### config.mk
export PLATFORM = sky130hd
export DESIGN_NAME = instr_fetch_unit
export DESIGN_NICKNAME = d
export VERILOG_FILES = /design/src/rtl/instr_fetch_unit_pkg.sv /design/src/rtl/instr_fetch_unit_fifo.sv /design/src/rtl/instr_fetch_unit.sv
export SDC_FILE = /design/constraint.sdc
export NUM_CORES = 1
export LEC_CHECK = 0
export ABC_AREA = 0
export BUFFER_PORTS_ARGS = -buffer_cell sky130_fd_sc_hd__buf_4
export CAP_MARGIN = 20
export CORE_MARGIN = 2
export CORE_UTILIZATION = 45
export DETAILED_ROUTE_END_ITERATION = 10
export PLACE_DENSITY = 0.69
export SETUP_SLACK_MARGIN = 0.4
export SLEW_MARGIN = 25
export SYNTH_ARGS = -nofsm -noshare
export SYNTH_HDL_FRONTEND = slang
export SYNTH_HIERARCHICAL = 1
export SYNTH_SLANG_ARGS = --single-unit
### constraint.sdc
create_clock -name clk -period 5.7 [get_ports clk]
set_clock_uncertainty 0.2 [all_clocks]
set_input_delay 1.14 -clock clk [delete_from_list [all_inputs] [get_ports clk]]
set_output_delay 1.14 -clock clk [all_outputs]
set_load 0.01 [all_outputs]
### src/rtl/instr_fetch_unit_pkg.sv
// Shared types and helpers for the instruction fetch unit and its buffer FIFO.
package rv_fetch_pkg;

  typedef struct packed {
    logic [31:0] pc;
    logic [31:0] instr;
  } fetch_entry_t;

  localparam logic [31:0] PC_STEP = 32'd4;

  function automatic int cnt_w(input int depth);
    return $clog2(depth + 1);
  endfunction

endpackage

### src/rtl/instr_fetch_unit_fifo.sv
// Synchronous FIFO of fetched {pc, instr} entries; flush beats push and pop.
module fetch_fifo
  import rv_fetch_pkg::*;
#(
  parameter int DEPTH = 2,
  parameter int CW    = cnt_w(DEPTH)
) (
  input  logic          clk,
  input  logic          rst,
  input  logic          push,
  input  logic          pop,
  input  logic          flush,
  input  fetch_entry_t  push_data,
  output fetch_entry_t  head,
  output logic          full,
  output logic          empty,
  output logic [CW-1:0] count
);

  localparam int AW = $clog2(DEPTH);

  fetch_entry_t    r_mem [DEPTH];
  logic [AW-1:0]   r_rd_ptr;
  logic [AW-1:0]   r_wr_ptr;
  logic [CW-1:0]   r_count;
  logic            w_do_push;
  logic            w_do_pop;

  assign full      = (r_count == CW'(DEPTH));
  assign empty     = (r_count == '0);
  assign count     = r_count;
  assign head      = r_mem[r_rd_ptr];
  assign w_do_pop  = pop && !empty;
  // A pop frees the slot a same-cycle push needs when the buffer is full.
  assign w_do_push = push && (!full || w_do_pop);

  always_ff @(posedge clk) begin
    if (rst || flush) begin
      r_rd_ptr <= '0;
      r_wr_ptr <= '0;
      r_count  <= '0;
    end else begin
      if (w_do_push) r_wr_ptr <= r_wr_ptr + AW'(1);
      if (w_do_pop)  r_rd_ptr <= r_rd_ptr + AW'(1);
      r_count <= r_count + CW'(w_do_push) - CW'(w_do_pop);
    end
  end

  always_ff @(posedge clk) begin
    if (w_do_push) r_mem[r_wr_ptr] <= push_data;
  end

endmodule

### src/rtl/instr_fetch_unit.sv
// Fetch stage: PC, imem req/gnt/rvalid handling, redirect flush with discard accounting.
// Optional build macro FETCH_MISALIGN_CHK_EN adds the sticky fetch_misalign flag.
module instr_fetch_unit
  import rv_fetch_pkg::*;
#(
  parameter logic [31:0] RESET_PC   = 32'h0000_0000,
  parameter int          FIFO_DEPTH = 2
) (
  input  logic        clk,
  input  logic        rst,
  output logic        imem_req,
  output logic [31:0] imem_addr,
  input  logic        imem_gnt,
  input  logic        imem_rvalid,
  input  logic [31:0] imem_rdata,
  output logic        instr_valid,
  output logic [31:0] instr,
  output logic [31:0] instr_pc,
  input  logic        instr_ready,
  input  logic        redirect_valid,
  input  logic [31:0] redirect_pc
`ifdef FETCH_MISALIGN_CHK_EN
  ,
  output logic        fetch_misalign
`endif
);

  localparam int            CW      = cnt_w(FIFO_DEPTH);
  localparam logic [CW:0]   DEPTH_C = (CW+1)'(FIFO_DEPTH);

  logic [31:0]   r_pc;
  logic [31:0]   r_fetch_pc;
  logic [CW-1:0] r_live_cnt;
  logic [CW-1:0] r_discard_cnt;

  logic [CW-1:0] w_count;
  logic          w_full;
  logic          w_empty;
  fetch_entry_t  w_head;
  fetch_entry_t  w_push_data;
  logic          w_pop;
  logic          w_push;
  logic          w_grant;
  logic          w_rsp_live;
  logic          w_hold;
  logic [CW:0]   w_credit_used;
  logic [CW:0]   w_in_flight;
  logic [31:0]   w_redirect_pc;

  assign w_redirect_pc = redirect_pc & 32'hFFFF_FFFC;
  assign w_pop         = !w_empty && instr_ready;
  // Counting the same-cycle pop as freed credit is what sustains one fetch per cycle.
  assign w_credit_used = {1'b0, w_count} - {{CW{1'b0}}, w_pop} + {1'b0, r_live_cnt};
  assign w_in_flight   = {1'b0, r_live_cnt} + {1'b0, r_discard_cnt};

  assign imem_req   = !rst && !redirect_valid && !w_hold &&
                      (w_credit_used < DEPTH_C) && (w_in_flight < DEPTH_C);
  assign imem_addr  = r_pc;
  assign w_grant    = imem_req && imem_gnt;
  assign w_rsp_live = imem_rvalid && (r_discard_cnt == '0);
  assign w_push     = w_rsp_live && !redirect_valid;

  assign w_push_data = '{pc: r_fetch_pc, instr: imem_rdata};
  assign instr_valid = !w_empty;
  assign instr       = w_head.instr;
  assign instr_pc    = w_head.pc;

  // On redirect every outstanding response, less one arriving now, belongs to the wrong path.
  always_ff @(posedge clk) begin
    if (rst) begin
      r_pc          <= RESET_PC;
      r_fetch_pc    <= RESET_PC;
      r_live_cnt    <= '0;
      r_discard_cnt <= '0;
    end else if (redirect_valid) begin
      r_pc          <= w_redirect_pc;
      r_fetch_pc    <= w_redirect_pc;
      r_live_cnt    <= '0;
      r_discard_cnt <= r_discard_cnt + r_live_cnt - CW'(imem_rvalid);
    end else begin
      if (w_grant) r_pc <= r_pc + PC_STEP;
      if (w_push)  r_fetch_pc <= r_fetch_pc + PC_STEP;
      r_live_cnt <= r_live_cnt + CW'(w_grant) - CW'(w_rsp_live);
      if (imem_rvalid && !w_rsp_live) r_discard_cnt <= r_discard_cnt - CW'(1);
    end
  end

`ifdef FETCH_MISALIGN_CHK_EN
  logic r_misalign;

  always_ff @(posedge clk) begin
    if (rst) begin
      r_misalign <= 1'b0;
    end else if (redirect_valid) begin
      r_misalign <= (redirect_pc[1:0] != 2'b00);
    end
  end

  assign fetch_misalign = r_misalign;
  assign w_hold         = r_misalign;
`else
  assign w_hold = 1'b0;
`endif

  always_ff @(posedge clk) begin
    if (!rst) begin
      assert (!imem_rvalid || (w_in_flight != '0));
      assert (!(w_push && w_full && !w_pop));
    end
  end

  fetch_fifo #(
    .DEPTH (FIFO_DEPTH),
    .CW    (CW)
  ) u_fifo (
    .clk       (clk),
    .rst       (rst),
    .push      (w_push),
    .pop       (w_pop),
    .flush     (redirect_valid),
    .push_data (w_push_data),
    .head      (w_head),
    .full      (w_full),
    .empty     (w_empty),
    .count     (w_count)
  );

endmodule

# ---- Word level (Yosys, flattened, before mapping)
# Memories as Yosys holds them, arrays and structs flattened. A register that Yosys moved wholly into a read port is not among the register bits.
# Index checks and enable logic that the tools add are counted.
dict set report word_totals {
  register_bits 72
  ramBits 128
  out_inout_bits 98
  elab_cells 60
  memories 1
}
dict set report classes {
  addsub 14
  magnitude_cmp 2
  n_eq_ne 1
  mux 10
  reduce_logical 23
}
# memory words width rd rd_ports_with_merged_regs write_ports line
set mem_list {}
lappend mem_list {u_fifo.r_mem 2 64 1 1 1 instr_fetch_unit_fifo.sv:22} ;# fetch_entry_t r_mem [DEPTH];
# operator n
set op_table {}
lappend op_table {{$mux 32} 4}
lappend op_table {{$add 32x3->32 const B} 2}
lappend op_table {{$logic_and 1x1->1} 10}
lappend op_table {{$lt 3x2->1 const B} 2}
lappend op_table {{$reduce_bool 2->1} 3}
lappend op_table {{$sub 2x1->2} 3}
lappend op_table {{$logic_not 1->1} 5}
lappend op_table {{$add 2x1->2} 2}
lappend op_table {{$logic_not 2->1} 2}
lappend op_table {{$mux 1} 4}
lappend op_table {{$mux 2} 2}
lappend op_table {{$add 2x2->3} 1}
lappend op_table {{$add 3x2->3} 1}
lappend op_table {{$sub 2x1->3} 1}
lappend op_table {{$add 1x1->1 const B} 2}
lappend op_table {{$add 2x2->2} 1}
lappend op_table {{$eq 2x2->1 const B} 1}
lappend op_table {{$logic_or 1x1->1} 2}
lappend op_table {{$reduce_or 2->1} 1}
lappend op_table {{$sub 2x1->2 const B} 1}

# ---- Depth between registers and ports, before layout
# Gate-level depths: netlist (run 1).
dict set report depth {
  ltp_word 11
  depth_mapped 15
  depth_no_buf 14
}

# ---- Cells and area by module
# Netlist (run 1), hierarchy kept.
# module n_inst cells_each area_per_inst_um2 seq_area_each_um2
set by_module_without_submodules {}
lappend by_module_without_submodules {fetch_fifo 1 232 4858.4 3943.8}
lappend by_module_without_submodules {instr_fetch_unit 1 506 4159.0 1281.2}

# ---- Least setup slack after synthesis (run 1)
# OpenSTA, ideal clock, no wires.
dict set report synth_path {
  kind {input to register}
  from {in redirect_valid}
  to {mem u_fifo/r_mem[0][0] in the netlist's numbering, enable pin}
  setup_ps 486
  t_arrival_ps 4819
  required_ps 5014
  setup_slack_ps 195
  cell_stages 6
  n_path_buf 3
  cell_sequence {clkbuf_1 clkbuf_1 buf_1 nor2_1 o21ai_2 nor2_1}
}
dict set report synth_via {
  elab_chain_cells 5
}
# item line
set synth_lines {}
lappend synth_lines {{from (decl)} instr_fetch_unit.sv:20} ;# input logic redirect_valid,
lappend synth_lines {{$logic_not 1->1} instr_fetch_unit.sv:61} ;# assign w_push = w_rsp_live && !redirect_valid;
lappend synth_lines {{$logic_and 1x1->1} instr_fetch_unit.sv:61}
lappend synth_lines {{via w_push} instr_fetch_unit.sv:42} ;# logic w_push;
lappend synth_lines {{$logic_and 1x1->1} instr_fetch_unit_fifo.sv:35} ;# assign w_do_push = push && (!full || w_do_pop);
lappend synth_lines {{$mux 1} instr_fetch_unit_fifo.sv:50} ;# if (w_do_push) r_mem[r_wr_ptr] <= push_data;
lappend synth_lines {{$mux 1 (not written as such)} instr_fetch_unit_fifo.sv:50}
lappend synth_lines {{to (decl)} instr_fetch_unit_fifo.sv:22}
# The timed path passes the listed nets, and every way through them passes these cells.

# ---- Worst setup path in the final report (run 1)
dict set report layout_path {
  from {in instr_ready}
  to {out imem_req}
}
dict set report layout_via {
  elab_chain_cells 6
}
# item line
set layout_lines {}
lappend layout_lines {{from (decl)} instr_fetch_unit.sv:19} ;# input logic instr_ready,
lappend layout_lines {{$logic_and 1x1->1} instr_fetch_unit.sv:51} ;# assign w_pop = !w_empty && instr_ready;
lappend layout_lines {{via w_pop} instr_fetch_unit.sv:41} ;# logic w_pop;
lappend layout_lines {{$sub 2x1->3} instr_fetch_unit.sv:53} ;# assign w_credit_used = {1'b0, w_count} - {{CW{1'b0}}, w_pop} + {1'b0, r_live_cnt};
lappend layout_lines {{$add 3x2->3} instr_fetch_unit.sv:53}
lappend layout_lines {{$lt 3x2->1} instr_fetch_unit.sv:57} ;# (w_credit_used < DEPTH_C) && (w_in_flight < DEPTH_C);
lappend layout_lines {{$logic_and 1x1->1} instr_fetch_unit.sv:56} ;# assign imem_req = !rst && !redirect_valid && !w_hold &&
lappend layout_lines {{$logic_and 1x1->1} instr_fetch_unit.sv:57}
lappend layout_lines {{to (decl)} instr_fetch_unit.sv:11} ;# output logic imem_req,
# The timed path passes the listed nets, and every way through them passes these cells.

==> results of run 1 <==
==> through the flow <==
stage / worst slack (ps) / hold WS, ps / instances / utilization, %
finish: 1140 / 312.8 / 1173 / 56.54
global route: 980.3 / 327.1 / 1173 / 56.54
CTS: 1127 / 310.8 / 1173 / 56.54
detailed placement: 956.3 / 290.5 / 1141 / 53.42
global placement: 976.8 / 286.4 / 1141 / 53.42
floorplan: 195.0 / 224.5 / 742 / -
==> where the power goes <==
group | internal [µW] | switching (µW)
registers | 1610 | 66.4
logic | 194 | 213
clock network | 667 | 561
==> worst max-delay path, cell delays in order <==
cell and delay (ps):
buf_4 70, nor2b_1 350, ha_1 300, nand2b_1 150, fa_1 420, xnor2_1 150, buf_4 160, nor4_1 290
buf_4 190
==> flip-flops by register name (all words and copies together), names as in the netlist, named ones only <==
| register | count |
|---|---|
| r_discard_cnt | 2 |
| u_fifo/count | 2 |
| u_fifo/r_mem | 128 |
| r_live_cnt | 2 |
| imem_addr | 30 |
| u_fifo/r_wr_ptr | 1 |
| u_fifo/r_rd_ptr | 1 |
| r_fetch_pc | 30 |
==> final cells by class <==
cell class | count | area share [%]
inverters | 25 | 0.8472
multi-input cells | 484 | 31.93
clock buffers | 17 | 3.840
clock inverters | 15 | 1.683
flip-flops and latches | 197 | 47.18
well taps | 265 | 2.993
repair buffers | 170 | 11.52
==> worst paths after layout <==
path                                 startpoint             endpoint  slack (ps)  depth (start not counted)
worst max-delay path                instr_ready             imem_req        1140                          9
worst min-delay path             r_fetch_pc[31]  u_fifo/r_mem[0][63]         310                          0
worst max register to register  u_fifo/count[1]        r_live_cnt[1]        1630                         16
worst min register to register   r_fetch_pc[31]  u_fifo/r_mem[0][63]         310                          0
==> per-layer routing <==
metal  vias to the layer above  track usage [%]  routed length, µm
li1                       3179                -                  -
met1                      3122            28.41               9690
met2                       290            30.78               9408
met3                        36            3.323               1356
met4                         0            7.108                452
met5                         -                0                  0
==> placed cells by master, fill, tap and decap left out, drive strengths merged, types with 9 or more instances in the layout <==
cell type,count
nand2,35
o31a,22
o21ai,16
a211oi,13
a21boi,16
xnor2,18
clkbuf,17
o21a,20
nor3,21
a21oi,10
buf,170
inv,31
and4,9
mux2,65
nor2,31
dfxtp,69
nand4,28
nor4,31
nand3,31
ha,11
edfxtp,128
or4,12
==> summary.txt, run 1 <==
DRT Wirelength - 20910 µm
GR Overflow Total - 0
Max-cap violations - 0
# setup viols final - 0
Arrival @ worst endpoint - 3220 ps
Hold Path Class - flop to flop
Total Power - 3308 µW
Final Cell Area - 0.01108 mm²
DRC viols - 0
Cell area after synthesis - 0.009014 mm²
Crit end category - output port
Maximum clock frequency - 219.3 MHz
RSZ-0062 raised after global routing - false
CTS tree - done
DR pass1 iterations - 5
Post-Syn Instances - 737
Area of the core - 0.01959 mm²
Die height - 145.5 µm
Antenna violations before repair - 0
Gr usage total - 19.89%
Tcrit/Tclk final - 80.00%
Hold Vio Cnt, Final - 0
Hpwl dp - 14340 µm
TNS Setup - 0 ps
Worst skew pair latency - 440 ps
IO Pins - 168
Rows - 51
TritonCTS Buffers - 17
Final net count - 978
# fillers - 1660
Hold_buf cts - 0
Number of diodes - 0
Via Count - 6627
DP Area - 0.01047 mm²
Reg clk slew, reported paths - 70 ps
CP max FO - 8
Max Slew Vio Count - 0
Synth Warn # - 6
Normalized max-slew margin - 36.90%
Status - finished clean
Register area - 0.005226 mm²
Post-CTS Setup Repair Bufs - 0
Vias in the first global route - 6245
DR vias/cell - 5.650
Multi-input gate area - 0.003537 mm²
Leak - 0.003905 µW
Area Growth Syn to Fin - 22.89%
Worst Tran Pin Value - 937.8 ps
Clock Tree Buf Depth - 2
Root Buffer Master - clkbuf_16
RePlAce Congestion - 0.8713
Htree depth - 4
Share of cells above drive strength 1 - 31.50%
Critical path startpoint category - input pin
Die Span X - 145.5 µm
First-pass GRT wire length - 33470 µm
Largest net degree at the start of global routing - 65
Port-buffer cells - 163
PwrDens - 298.6 mW/mm²
Crit Path Class - input pin to output port
Die ar. - 0.02118 mm²
Initial Util - 46.01%
Final ANT Viol Nets - 0
Routed wire per std cell - 17.82 µm
# resized after CTS - 0
Min cycle time layout - 4560 ps
Worst ir drop on vdd - 0.2095 mV
Mapped Avg Cell Area - 12.23 µm²
Critical path required time - 4360 ps
# clock sinks - 197
Starting DRC count in detailed routing - 532
No activity file was read; power rests on OpenSTA's default activity.
==> run 2, diff against run 1 <==
ABC_AREA = 1   (was 0)
PLACE_DENSITY = 0.66   (was 0.69)
clock period = 4.2 ns   (was 5.7 ns; I/O delays follow)
==> summary.txt, run 2 <==
Crit end category - output port
Rows - 53
Maximum clock frequency - 287.3 MHz
Min cycle time layout - 3481 ps
# setup viols final - 0
Final ANT Viol Nets - 0
Max Slew Vio Count - 0
Max reg flops - 128
Post-CTS Setup Repair Bufs - 0
Register area - 0.005229 mm²
Leak - 0.004798 µW
Die height - 151.4 µm
CP max FO - 5
DRC viols - 0
Commonest non-fill, non-tap cell in the layout - nand2_1
TNS Setup - 0 ps
Largest Register - u_fifo/r_mem
Normalized max-slew margin - 50.56%
Critical path startpoint category - flop
Antenna violations before repair - 0
Slowest CP cell - fa_1
Post-Syn Instances - 1019
DR pass1 iterations - 5
Worst Tran Pin Value - 741.6 ps
DR vias/cell - 5.069
Final net count - 1265
Cell area after synthesis - 0.009774 mm²
Crit Path Class - flop to output port
Arrival @ worst endpoint - 2440 ps
Metal2 WL - 10110 µm
M1 WL - 9940 µm
Commonest cells after routing, fill and taps aside - nand2_1, buf_4, edfxtp_1
Worst R2R Path Depth - 14
Share of cells above drive strength 1 - 24.35%
# clock sinks - 197
IO Pins - 168
Starting DRC count in detailed routing - 615
PwrDens - 372.3 mW/mm²
Final core utilization - 55.64%
Max-cap violations - 0
TritonCTS Buffers - 17
Met3 wire len - 1805 µm
Critical Path Max Stage Delay - 490 ps
Htree depth - 4
WHS - 310.0 ps
Die Span X - 151.4 µm
Hold_buf cts - 0
Cell breakdown of the critical path - nor2_1 > nor2_1 > ha_1 > inv_1 > nand2_1 > fa_1 > nand3_1 > nor2_4 > nand2_1 > inv_1 > buf_4
RePlAce Congestion - 0.9080
Area of the core - 0.02115 mm²
Hpwl dp - 15950 µm
Worst R2R Setup Slack - 1100 ps
Hold Path Class - flop to flop
Critical path required time - 3160 ps
Reg clk slew, reported paths - 70 ps
DRT Wirelength - 22310 µm
Largest net degree at the start of global routing - 60
Port-buffer cells - 163
First-pass GRT wire length - 34260 µm
Tcrit/Tclk final - 82.88%
Worst skew pair latency - 440 ps
Die ar. - 0.02292 mm²
# fillers - 1887
Number of diodes - 0
Synth Warn # - 6
GR Overflow Total - 0
CTS tree - done
Worst ir drop on vdd - 0.2571 mV
Top Layer Used - met4
Via Count - 7451
Clock Tree Buf Depth - 2
Initial Util - 46.21%
Area Growth Syn to Fin - 20.42%
Gr usage total - 19.54%
Routed wire per std cell - 15.18 µm
Mapped Avg Cell Area - 9.592 µm²
Status - finished clean
Multi-input gate area - 0.003881 mm²
Hold Crit Depth - 2
# resized after CTS - 0
RSZ-0062 raised after global routing - false
Vias in the first global route - 6706
Hold Vio Cnt, Final - 0
Root Buffer Master - clkbuf_16
## run 2: metal layers
metal / GRT usage [%] / up-vias
met4: 6.589 / 0
met5: 0 / -
met3: 4.488 / 34
met2: 30.86 / 288
met1: 26.58 / 3427
li1: - / 3702
## run 2: worst max-delay path: cells and delay by family (launching register included)
family        cells  cell delay [ps]
buf+inv           3              230
simple gates      6              690
fa+ha+maj         2              760
flops             1              340
## run 2: layout make-up
cell class                 count  area share (%)
inverter                     114           3.646
clock buffer                  17           3.614
multi-input combinational    683           32.98
timing repair buffer         169           10.99
tap                          275           2.923
clock inverter                15           1.424
sequential                   197           44.42
## run 2: worst paths after layout
kind	startpoint	endpoint
worst min-delay path	u_fifo/r_rd_ptr	u_fifo/r_rd_ptr
worst max register to register	u_fifo/count[1]	r_live_cnt[1]
worst max-delay path	u_fifo/count[1]	imem_req
worst min register to register	u_fifo/r_rd_ptr	u_fifo/r_rd_ptr
## run 2: power by group
group,switching (µW),internal (µW)
sequential,86.2,2160
combinational,286,243
clock,799,806
## run 2: metrics by stage
stage | cell area [µm²] | setup slack [ps] | instances | power [µW]
6_report | 11770 | 718.8 | 1470 | 4382
5_1_grt | 11770 | 518.0 | 1470 | 4566
4_1_cts | 11770 | 684.4 | 1470 | 4425
3_5_place_dp | 11180 | 691.0 | 1438 | 2821
3_3_place_gp | 11180 | 743.1 | 1438 | 2809
2_1_floorplan | 9798 | 377.3 | 1024 | 2588
==> run 3, diff against run 2 <==
PLACE_DENSITY = 0.69   (was 0.66)
clock period = 3.2 ns   (was 4.2 ns; I/O delays follow)
==> summary.txt, run 3 (synthesis gave the netlist of run 2 again) <==
DR vias/cell - 5.098
Routed wire per std cell - 15.23 µm
TNS Setup - 0 ps
Tcrit/Tclk final - 95.00%
# setup viols final - 0
Normalized max-slew margin - 64.55%
First-pass GRT wire length - 35170 µm
Total Power - 5829 µW
Htree depth - 4
RSZ-0062 raised after global routing - true
Leak - 0.004935 µW
Worst Tran Pin Value - 531.7 ps
Antenna violations before repair - 0
RePlAce Congestion - 0.8914
Via Count - 7611
Arrival @ worst endpoint - 2200 ps
DR pass1 iterations - 7
GR Overflow Total - 0
Max-cap violations - 0
DRT Wirelength - 22730 µm
Critical path required time - 2360 ps
Initial Util - 46.21%
Number of diodes - 0
# clock sinks - 197
Pre-CTS WS - -24.64 ps
Crit Path Class - flop to output port
Share of cells above drive strength 1 - 27.59%
Root Buffer Master - clkbuf_16
Max Slew Vio Count - 0
Largest net degree at the start of global routing - 65
Rows - 53
TritonCTS Buffers - 17
Register area - 0.005238 mm²
Die Span X - 151.4 µm
Largest Register - u_fifo/r_mem
DRC viols - 0
Hpwl dp - 16430 µm
Hold_buf cts - 0
Post-route insts no fill - 1493
Crit end category - output port
Commonest cells after routing, fill and taps aside - nand2_1, buf_4, edfxtp_1
CP max FO - 3
Worst ir drop on vdd - 0.3145 mV
Setup ws final - 159.9 ps
Critical path startpoint category - flop
Die height - 151.4 µm
Max reg flops - 128
Area of the core - 0.02115 mm²
Starting DRC count in detailed routing - 507
Port-buffer cells - 163
IO Pins - 168
# fillers - 1832
Reg clk slew, reported paths - 80 ps
Final ANT Viol Nets - 0
Min cycle time layout - 3040 ps
PwrDens - 480.7 mW/mm²
Worst skew pair latency - 430 ps
CTS tree - done
WHS - 183.0 ps
Vias in the first global route - 7001
Maximum clock frequency - 328.9 MHz
Hold Vio Cnt, Final - 0
Commonest non-fill, non-tap cell in the layout - nand2_1
Hold Path Class - input pin to flop
Clock Tree Buf Depth - 2
Status - finished clean
Multi-input gate area - 0.003990 mm²
Die ar. - 0.02292 mm²
Area Growth Syn to Fin - 24.08%
Final net count - 1288
Gr usage total - 19.90%
Cells after DPL - 1455
run 3: final cells by class:
class / instances / area share [%]
Clock buffer: 17 / 3.508
Sequential cell: 197 / 43.19
Timing Repair Buffer: 191 / 12.50
Multi-Input combinational cell: 684 / 32.90
Clock inverter: 15 / 1.362
Inverter: 114 / 3.704
Tap cell: 275 / 2.837
run 3: worst paths after layout:
path,from,end,slack (ps),cells after the start
max,u_fifo/count[0],imem_req,160,11
min,imem_rdata[9],u_fifo/r_mem[0][9],180,1
max reg2reg,u_fifo/count[0],r_live_cnt[1],390,15
min reg2reg,u_fifo/r_rd_ptr,flop,310,2
run 3: report_power, final:
part           switching [µW]  internal (µW)
logic                     405            367
clock network            1050           1060
registers                 113           2840
run 3: repair_timing:
action | CTS | global route
endpoints found under the setup margin | 33 | 37
resized for setup | 12 | 20
setup buffers | 2 | 3
gates cloned | 0 | 1
pin swaps | 5 | 6
run 3: worst max-delay path, cell delays in order (launching register included):
cell and delay (ps):
dfxtp_4 370, nor2_4 140, nor2_4 50, ha_4 200, inv_2 40, nand2_2 40, fa_1 510, nand3_2 100
nor2_4 100, nand2_1 50, inv_1 60, buf_6 90
run 3: metal layers:
| layer | routed length, µm | vias to the layer above | GRT usage [%] | part of all wire (%) |
|---|---|---|---|---|
| met5 | 0 | - | 0 | 0 |
| met4 | 280 | 0 | 6.636 | 1.2 |
| met3 | 1803 | 23 | 3.343 | 7.9 |
| met2 | 10750 | 316 | 32.71 | 47 |
| met1 | 9903 | 3518 | 26.80 | 44 |
| li1 | - | 3754 | - | - |
run 3: metrics by stage:
step,utilization [%],cell area [µm²]
after floorplan,-,9877
after global placement,53.79,11380
after detailed placement,53.79,11380
after CTS,56.84,12020
after global routing,57.33,12130
final,57.33,12130
